<file path="config.mk">
export PLATFORM = sky130hd
export DESIGN_NAME = pipe_ctrl
export DESIGN_NICKNAME = d
export VERILOG_FILES = /design/src/rtl/pipe_ctrl.sv
export SDC_FILE = /design/constraint.sdc
export NUM_CORES = 1
export LEC_CHECK = 0
export CORE_MARGIN = 2
export CORE_UTILIZATION = 36
export DETAILED_ROUTE_END_ITERATION = 10
export PLACE_DENSITY = 0.86
export SYNTH_ARGS = -nofsm -noshare
export SYNTH_HDL_FRONTEND = slang
export SYNTH_SLANG_ARGS = --single-unit
</file>
<file path="constraint.sdc">
create_clock -name clk -period 5.3 [get_ports clk]
set_clock_uncertainty 0.2 [all_clocks]
set_input_delay 0.795 -clock clk [delete_from_list [all_inputs] [get_ports clk]]
set_output_delay 0.795 -clock clk [all_outputs]
set_load 0.01 [all_outputs]
</file>
<file path="src/rtl/pipe_ctrl.sv">
// pipe_ctrl: central pipeline controller for the five-stage core.
// - Combinational stall arbitration (MEM > EX > ID > IF) into a 6-bit stall vector.
// - Combinational flush pulse and redirect PC, derived from the MEM exception type.
// - A post-flush GUARD window that ignores excepttype_i.
// - A sticky stall watchdog.
// Optional feature macro: PIPE_CTRL_PERF_EN adds the stall-winner and flush performance counters.
module pipe_ctrl #(
  parameter logic [31:0] EXC_VECTOR    = 32'h0000_0020,
  parameter int          GUARD_CYCLES  = 2,
  parameter int          STALL_TIMEOUT = 1024,
  parameter int          CNT_W         = 16   // 2**CNT_W must exceed STALL_TIMEOUT
) (
  input  logic        clk,
  input  logic        rst,
  input  logic        stallreq_if,
  input  logic        stallreq_id,
  input  logic        stallreq_ex,
  input  logic        stallreq_mem,
  input  logic [31:0] excepttype_i,
  input  logic [31:0] cp0_epc_i,
  output logic [5:0]  stall,
  output logic        flush,
  output logic [31:0] new_pc,
  output logic        guard_o,
  output logic        stall_timeout_o
`ifdef PIPE_CTRL_PERF_EN
  ,
  output logic [31:0] perf_stall_if,
  output logic [31:0] perf_stall_id,
  output logic [31:0] perf_stall_ex,
  output logic [31:0] perf_stall_mem,
  output logic [31:0] perf_flush
`endif
);

  localparam logic [0:0]  ST_RUN   = 1'b0;
  localparam logic [0:0]  ST_GUARD = 1'b1;
  localparam logic [31:0] EXC_ERET = 32'h0000_000e;

  // Wide enough to hold GUARD_CYCLES-1, and never zero bits wide.
  localparam int             GW         = $clog2(GUARD_CYCLES + 2);
  localparam logic [GW-1:0]  GUARD_INIT = (GUARD_CYCLES > 0) ? GW'(GUARD_CYCLES - 1) : '0;
  localparam logic [CNT_W-1:0] WD_LAST  = CNT_W'(STALL_TIMEOUT - 1);

  logic [0:0]       r_state;
  logic [GW-1:0]    r_guard_cnt;
  logic [CNT_W-1:0] r_wd_cnt;
  logic             r_timeout;

  logic [5:0]       w_stall_arb;
  logic [3:0]       w_winner;   // one-hot: [0]=if, [1]=id, [2]=ex, [3]=mem
  logic             w_flush;
  logic             w_stalled;

  // Stall priority encoder: the highest-priority requester sets the freeze depth.
  always_comb begin
    // NOTE: every output of a combinational block gets a default first, so no path
    // leaves it unassigned and infers a latch.
    w_stall_arb = 6'b000000;
    w_winner    = 4'b0000;
    if (stallreq_mem) begin
      w_stall_arb = 6'b011111;
      w_winner    = 4'b1000;
    end else if (stallreq_ex) begin
      w_stall_arb = 6'b001111;
      w_winner    = 4'b0100;
    end else if (stallreq_id) begin
      w_stall_arb = 6'b000111;
      w_winner    = 4'b0010;
    end else if (stallreq_if) begin
      w_stall_arb = 6'b000011;
      w_winner    = 4'b0001;
    end
  end

  // Exceptions are accepted only in RUN. A flush overrides any stall, and reset
  // forces every combinational output low.
  assign w_flush   = !rst && (r_state == ST_RUN) && (excepttype_i != 32'h0);
  assign stall     = (rst || w_flush) ? 6'b000000 : w_stall_arb;
  assign w_stalled = (stall != 6'b000000);
  assign flush     = w_flush;
  assign new_pc    = !w_flush                  ? 32'h0 :
                     (excepttype_i == EXC_ERET) ? cp0_epc_i : EXC_VECTOR;

  assign guard_o         = (r_state == ST_GUARD);
  assign stall_timeout_o = r_timeout;

  // RUN/GUARD sequencer: the guard lasts exactly GUARD_CYCLES cycles after a flush.
  always_ff @(posedge clk) begin
    // NOTE: state registers use non-blocking assignments so every flop samples
    // pre-edge values, independent of the order of the statements.
    if (rst) begin
      r_state     <= ST_RUN;
      r_guard_cnt <= '0;
    end else if (r_state == ST_GUARD) begin
      if (r_guard_cnt == '0) begin
        r_state <= ST_RUN;
      end else begin
        r_guard_cnt <= r_guard_cnt - 1'b1;
      end
    end else if (w_flush && (GUARD_CYCLES > 0)) begin
      r_state     <= ST_GUARD;
      r_guard_cnt <= GUARD_INIT;
    end
  end

  // Watchdog: counts consecutive stalled cycles (saturating) and latches a sticky timeout.
  always_ff @(posedge clk) begin
    if (rst) begin
      r_wd_cnt  <= '0;
      r_timeout <= 1'b0;
    end else begin
      if (!w_stalled || w_flush) begin
        r_wd_cnt <= '0;
      end else if (r_wd_cnt != '1) begin
        r_wd_cnt <= r_wd_cnt + 1'b1;
      end
      if (w_stalled && (r_wd_cnt == WD_LAST)) begin
        r_timeout <= 1'b1;
      end
    end
  end

`ifdef PIPE_CTRL_PERF_EN
  // Performance counters: a winner is counted only when its stall actually takes effect.
  always_ff @(posedge clk) begin
    if (rst) begin
      perf_stall_if  <= '0;
      perf_stall_id  <= '0;
      perf_stall_ex  <= '0;
      perf_stall_mem <= '0;
      perf_flush     <= '0;
    end else begin
      if (w_stalled && w_winner[0]) perf_stall_if  <= perf_stall_if  + 32'd1;
      if (w_stalled && w_winner[1]) perf_stall_id  <= perf_stall_id  + 32'd1;
      if (w_stalled && w_winner[2]) perf_stall_ex  <= perf_stall_ex  + 32'd1;
      if (w_stalled && w_winner[3]) perf_stall_mem <= perf_stall_mem + 32'd1;
      if (w_flush)                  perf_flush     <= perf_flush     + 32'd1;
    end
  end
`else
  // The winner vector only feeds the performance counters.
  logic w_unused;
  assign w_unused = ^w_winner;
`endif

endmodule

</file>
==> results.ini, run 1 <==
[power_and_ir_drop]
swShare_pct = 22.8
clockPowerShare_pct = 33.0
seqPwrFrac_pct = 43.2
internal_power_uw = 278
ir_drop_mv = 0.100
power-per-cell-area_nw_per_um2 = 139
power.switching_uw = 82.4
combPwrFrac_pct = 23.9
p_leak_uw = 0.000884

[synth]
synth-seq-cells = 20
yosys.area.top_type = dfxtp_1
synthCells = 183
syn_area_per_cell_sq_um = 7.84
yosys_warnings = 0
synth_edf_count = 0
synthTopCellsByArea = dfxtp_1 (28%), and2_1 (14%), nor4_1 (5.7%), a211oi_1 (5.2%), nor3_1 (3.8%)
synth.distinct_cells = 39
synth_top_area_share_pct = 27.9
netlist_area_sq_um = 1440
synth_nets = 255
ys_seq_area_share_pct = 27.9
synth_top_flop_cell = dfxtp_1
async_reset_ff_share_pct = 0

[clock_tree]
cts.sinks = 20
clk_latency_ns = 0.26
cts_inserted_buffers = 3
htreeDepth = 1
post_cts_buffers = 0
root_buffer = clkbuf_8
ctsResizeCount = 0
cts_tree = done
path_clk_slew_ns = 0.08
cts_buffer_depth = 2
hold_buffers = 0

[floorplan]
row_count = 22
boundaryPins = 111
coreArea_sq_um = 3740
die_width_um = 67.1
die_area_sq_um = 4510
start_util_pct = 38.3
die_h_um = 67.1

[route]
first_pass_iters = 4
wl_per_cell_um = 14.7
wirelength_um = 4900
drt-initial-drc-count = 51
routed-via-count = 1731
vias_per_cell = 5.20
drcViolationCount = 0
antenna_left = 0

[run_status]
run_status = complete, no violations

[worst_hold_path]
hold_class = reg2reg

[timing]
hold_viol_final = 0
setup_viol = 0
rsz0062_at_grt = false
finalSetupTns_ns = 0
slew_headroom_pct = 55.5
fin_crit_sh_pct = 77.9
maxSlewViolCount = 0
max_freq_ghz = 0.242
hold-worst-slack_ns = 0.296
min_period_ns = 4.13
tightest_slew_ns = 0.662

[grt]
track_usage_pct = 21.3
grt_pass1_wl_um = 7370
grt_max_degree = 32
grt_pass1_vias = 1660
grt_antenna_before_repair = 0
gr-total-overflow = 0

[worst_setup_path]
cp-start-kind = primary input
worstSetupEndpointType = primary output
path_max_fanout = 31
worst_ep_required_time_ns = 4.30
cp.arrival_ns = 3.14
critPathKind = in2out

[cells_and_area]
num-fill-cells = 327
drive_gt1_share_pct = 4.56
diodes = 0
nNetsFinal = 358
area_growth_pct = 80.7

[placed_design]
hpwlAfterDp_um = 4000
port-buffer-count = 109
gp_congestion = 0.810

[flow_run]
max_cap_violations = 0

-- power by group through the flow --
stage	logic (uW)	clock network, uW	registers, uW
final	86.1	119	156
after global routing	93.0	125	156
after CTS	86.6	120	156
after detailed placement	86.4	0	159
after global placement	85.5	0	159
after floorplan	25.2	0	158
-- flip-flops by register name, indices dropped and copies added (netlist names) --
register / count
r_wd_cnt: 16
guard_o: 1
stall_timeout_o: 1
r_guard_cnt: 2
-- worst paths after layout --
check / slack [ns] / cells after the start / end / start
setup reg to reg: 3.02 / 5 / r_wd_cnt[5] / r_wd_cnt[0]
hold / removal: 0.30 / 2 / r_guard_cnt[0] / r_guard_cnt[0]
setup / recovery: 1.17 / 7 / new_pc[7] / excepttype_i[13]
hold reg to reg: 0.30 / 2 / r_guard_cnt[0] / r_guard_cnt[0]
-- cells in the mapped netlist (5+ instances only) --
| cell | n |
|---|---|
| a211oi_1 | 10 |
| and2_1 | 32 |
| clkbuf_1 | 8 |
| dfxtp_1 | 20 |
| inv_1 | 7 |
| nand2_1 | 6 |
| nand3_1 | 6 |
| nand4_1 | 5 |
| nor2_1 | 10 |
| nor3_1 | 11 |
| nor4_1 | 13 |
-- cells by family (layout without fill, tap and decap cells) --
| family | after synthesis | count (layout) | share of synthesized area [%] |
|---|---|---|---|
| other | 1 | 1 | 0.261 |
| AND/OR/NAND/NOR | 105 | 105 | 46.0 |
| buffers and inverters | 20 | 122 | 6.19 |
| adder cells (fa/ha/maj) | 2 | 2 | 1.74 |
| AO/OA/AOI/OAI | 29 | 29 | 13.9 |
| multiplexers | 3 | 3 | 2.09 |
| flip-flops | 20 | 20 | 27.9 |
| XOR/XNOR | 3 | 3 | 1.83 |
-- per-stage QoR --
| stage | util [%] | worst slack (ns) | area [sq um] | power [uW] | std cells |
|---|---|---|---|---|---|
| 6_report | 69.3 | 1.17 | 2590 | 361 | 333 |
| 3_5_place_dp | 67.8 | 1.19 | 2540 | 246 | 329 |
| 4_1_cts | 69.3 | 1.16 | 2590 | 363 | 333 |
| 2_1_floorplan | - | 2.21 | 1440 | 183 | 183 |
| 3_3_place_gp | 67.8 | 1.20 | 2540 | 245 | 329 |
| 5_1_grt | 69.3 | 1.06 | 2590 | 374 | 333 |
-- worst max-delay path, cell delays in order --
cell and delay (ns):
clkdlybuf4s50_1 0.40, nor4_1 0.39, nand4_1 0.23, nor4_2 0.28
buf_4 0.28, and2_1 0.16, clkdlybuf4s50_1 0.59
-- per-layer routing --
metal  share of wire [%]  wire (um)  vias to the layer above  GRT usage [%]
met5                   0          0                        -              0
met4                0.80         39                        0           5.36
met3                 6.5        319                        4           5.50
met2                  53       2580                       66           39.9
met1                  40       1960                      773           23.8
li1                    -          -                      888              -
-- layout make-up --
cell class	count	area [sq um]	area share, %
clock buffers	4	55.1	2.12
inverters	7	26.3	1.01
multi-input cells	143	946	36.5
flip-flops and latches	20	400	15.4
well taps	48	60.1	2.32
repair buffers	111	1110	42.6
-- placed cells by master (no fill, tap or decap), types with 3 or more instances in the layout --
master / netlist / routed
mux2i_1: 3 / 3
nor2_1: 10 / 10
nand4_1: 5 / 5
clkbuf_8: 0 / 4
nor4_1: 13 / 13
or4_1: 4 / 4
a31oi_1: 4 / 4
nand3_1: 6 / 6
o21ai_0: 4 / 4
o31ai_1: 4 / 4
or3_1: 4 / 4
a211oi_1: 10 / 10
and4_1: 4 / 4
clkdlybuf4s50_1: 0 / 109
nand2_1: 6 / 6
a21oi_1: 3 / 3
and2_1: 32 / 32
dfxtp_1: 20 / 20
inv_1: 7 / 7
nor3_1: 11 / 11
Note: power is estimated with default switching activity, not from simulation.
==> inputs of run 2 (changes only) <==
Settings changed: CORE_UTILIZATION 36 to 34, PLACE_DENSITY 0.86 to 0.82.
Clock period 5.3 ns to 4.1 ns, I/O delays scaled along.
==> run 2 against run 1 <==
First-iteration DRC count rose by 86%. Combinational power is 32% higher. Sequential cell count is the same. Die area up 5.5%. Utilization shrank 4.3 points. Count of clock-buffer cells in the layout shrank 1. Critical path depth unchanged. Critical endpoint is now new_pc[19]. Largest cell class unchanged. Highest routed layer unchanged.
==> results.ini, run 2 (same netlist as run 1, synthesis figures left out) <==
[placed_design]
hpwlAfterDp_um = 4340  ; was 4000 um
gp_congestion = 0.782  ; was 0.810
port-buffer-count = 109  ; unchanged
dp_slack_ns = 0.310  ; was 1.19 ns
place_inst = 332  ; was 329

[worst_hold_path]
worstHoldStart = r_guard_cnt[0]  ; unchanged
min_to = r_guard_cnt[0]  ; unchanged
whs_path_depth = 2  ; unchanged
hold_class = reg2reg  ; unchanged

[floorplan]
die_h_um = 69.0  ; was 67.1 um
boundaryPins = 111  ; unchanged
die_width_um = 69.0  ; was 67.1 um
start_util_pct = 35.6  ; was 38.3%
coreArea_sq_um = 4030  ; was 3740 sq um
row_count = 23  ; was 22
die_area_sq_um = 4760  ; was 4510 sq um

[cells_and_area]
drive_gt1_share_pct = 4.90  ; was 4.56%
area_growth_pct = 82.6  ; was 80.7%
diodes = 0  ; unchanged
utilization_pct = 65.0  ; was 69.3%
nNetsFinal = 359  ; was 358
reg.largest.list = r_wd_cnt x16, r_guard_cnt x2  ; unchanged
final_cells = 336  ; was 333
mostFrequentLayoutCells = clkdlybuf4s50_1 (109), and2_1 (32), dfxtp_1 (20)  ; unchanged
largest_register_ffs = 16  ; unchanged
top_register = r_wd_cnt  ; unchanged
final_common_cell = clkdlybuf4s50_1  ; unchanged
num-fill-cells = 344  ; was 327

[timing]
tightest_slew_ns = 0.671  ; was 0.662 ns
min_period_ns = 3.77
rsz0062_at_grt = false  ; unchanged
setup_viol = 0  ; unchanged
maxSlewViolCount = 0  ; unchanged
fin_crit_sh_pct = 92.0
finalSetupTns_ns = 0  ; unchanged
fin_ws_ns = 0.329  ; was 1.17 ns
max_freq_ghz = 0.265
hold_viol_final = 0  ; unchanged
slew_headroom_pct = 54.9  ; was 55.5%

[grt]
grt_pass1_vias = 1591  ; was 1660
grt.busiest_layer = met2  ; unchanged
use_met1_pct = 23.2  ; was 23.8%
grtUsageMet3_pct = 4.06  ; was 5.50%
grt_antenna_before_repair = 0  ; unchanged
gr-total-overflow = 0  ; unchanged
grt_pass1_wl_um = 7210  ; was 7370 um
grt_use_met2_pct = 38.0  ; was 39.9%
track_usage_pct = 20.4  ; was 21.3%
grt_max_degree = 32  ; unchanged

[clock_tree]
htreeDepth = 1  ; unchanged
path_clk_slew_ns = 0.08  ; about the same
clk_latency_ns = 0.26  ; about the same
cts_tree = done  ; unchanged
cts_buffer_depth = 2  ; unchanged
root_buffer = clkbuf_8  ; unchanged
cts.sinks = 20  ; unchanged
post_cts_buffers = 0  ; unchanged
ctsResizeCount = 0  ; unchanged
hold_buffers = 0  ; unchanged
cts_inserted_buffers = 3  ; unchanged

[route]
wl_per_cell_um = 15.4  ; was 14.7 um
antenna_left = 0  ; unchanged
routed-via-count = 1754  ; was 1731
first_pass_iters = 4  ; unchanged
drt-initial-drc-count = 95  ; was 51
wirelength_um = 5180  ; was 4900 um
drcViolationCount = 0  ; unchanged
vias_per_cell = 5.22  ; was 5.20

[run_status]
run_status = complete, no violations  ; unchanged

[power_and_ir_drop]
p_leak_uw = 0.000896  ; was 0.000884 uW
ir_drop_mv = 0.110  ; was 0.100 mV
power-per-cell-area_nw_per_um2 = 197  ; was 139 nW/um^2

[worst_setup_path]
cp-start-kind = primary input  ; unchanged
path_max_fanout = 31  ; unchanged
rr_endpoint = r_wd_cnt[5]  ; unchanged
r2r_cells = 5  ; unchanged
critPathLaunch = excepttype_i[0]  ; was excepttype_i[13]
cp.arrival_ns = 2.96  ; was 3.14 ns
worst_ep_required_time_ns = 3.28  ; was 4.30 ns
r2r_slack_ns = 1.75  ; was 3.02 ns
critPathKind = in2out  ; unchanged
worstSetupEndpointType = primary output  ; unchanged
r2r-start = r_wd_cnt[0]  ; unchanged

[flow_run]
max_cap_violations = 0  ; unchanged

## run 2: changes by cell type in the layout (fill, tap and decap cells not counted), sizes merged
cell / previous run / this run
buf: 2 / 3
bufinv: 0 / 1
clkbuf: 4 / 3
## run 2: critical path, cell delays in order
cell             delay [ns]
clkdlybuf4s50_1        0.42
nor4_1                 0.41
nand4_1                0.22
nor4_2                 0.28
buf_4                  0.28
and2_1                 0.16
clkdlybuf4s50_1        0.58
## run 2: final cells by class
class / count / area, sq um / share of cell area (%)
clock inverter: 1 / 30.0 / 1.15
tap: 50 / 62.6 / 2.39
timing repair buffer: 112 / 1110 / 42.5
inverter: 7 / 26.3 / 1.00
clock buffer: 3 / 41.3 / 1.58
sequential: 20 / 400 / 15.3
multi-input combinational: 143 / 946 / 36.1
## run 2: metrics by stage
stage / hold slack, ns / total power [uW] / instance area, sq um
3_3_place_gp: 0.273 / 319 / 2550
5_1_grt: 0.331 / 535 / 2620
3_5_place_dp: 0.282 / 320 / 2550
6_report: 0.296 / 515 / 2620
4_1_cts: 0.293 / 516 / 2620
2_1_floorplan: 0.257 / 237 / 1440
## run 2: worst max-delay path by stage
stage                 endpoint  depth (start not counted)
detailed placement  new_pc[20]                          7
global route        new_pc[24]                          7
floorplan             stall[1]                          6
CTS                 new_pc[19]                          7
finish              new_pc[19]                          7
global placement    new_pc[19]                          7
## run 2: routing by layer
metal | wire (um) | vias to the layer above
li1 | - | 884
met1 | 2000 | 797
met2 | 2830 | 67
met3 | 299 | 6
met4 | 56 | 0
met5 | 0 | -
## run 2: power breakdown
part           switching [uW]  internal [uW]
logic                    36.6           77.5
clock network            69.3            130
registers                3.79            198
total                     110            405
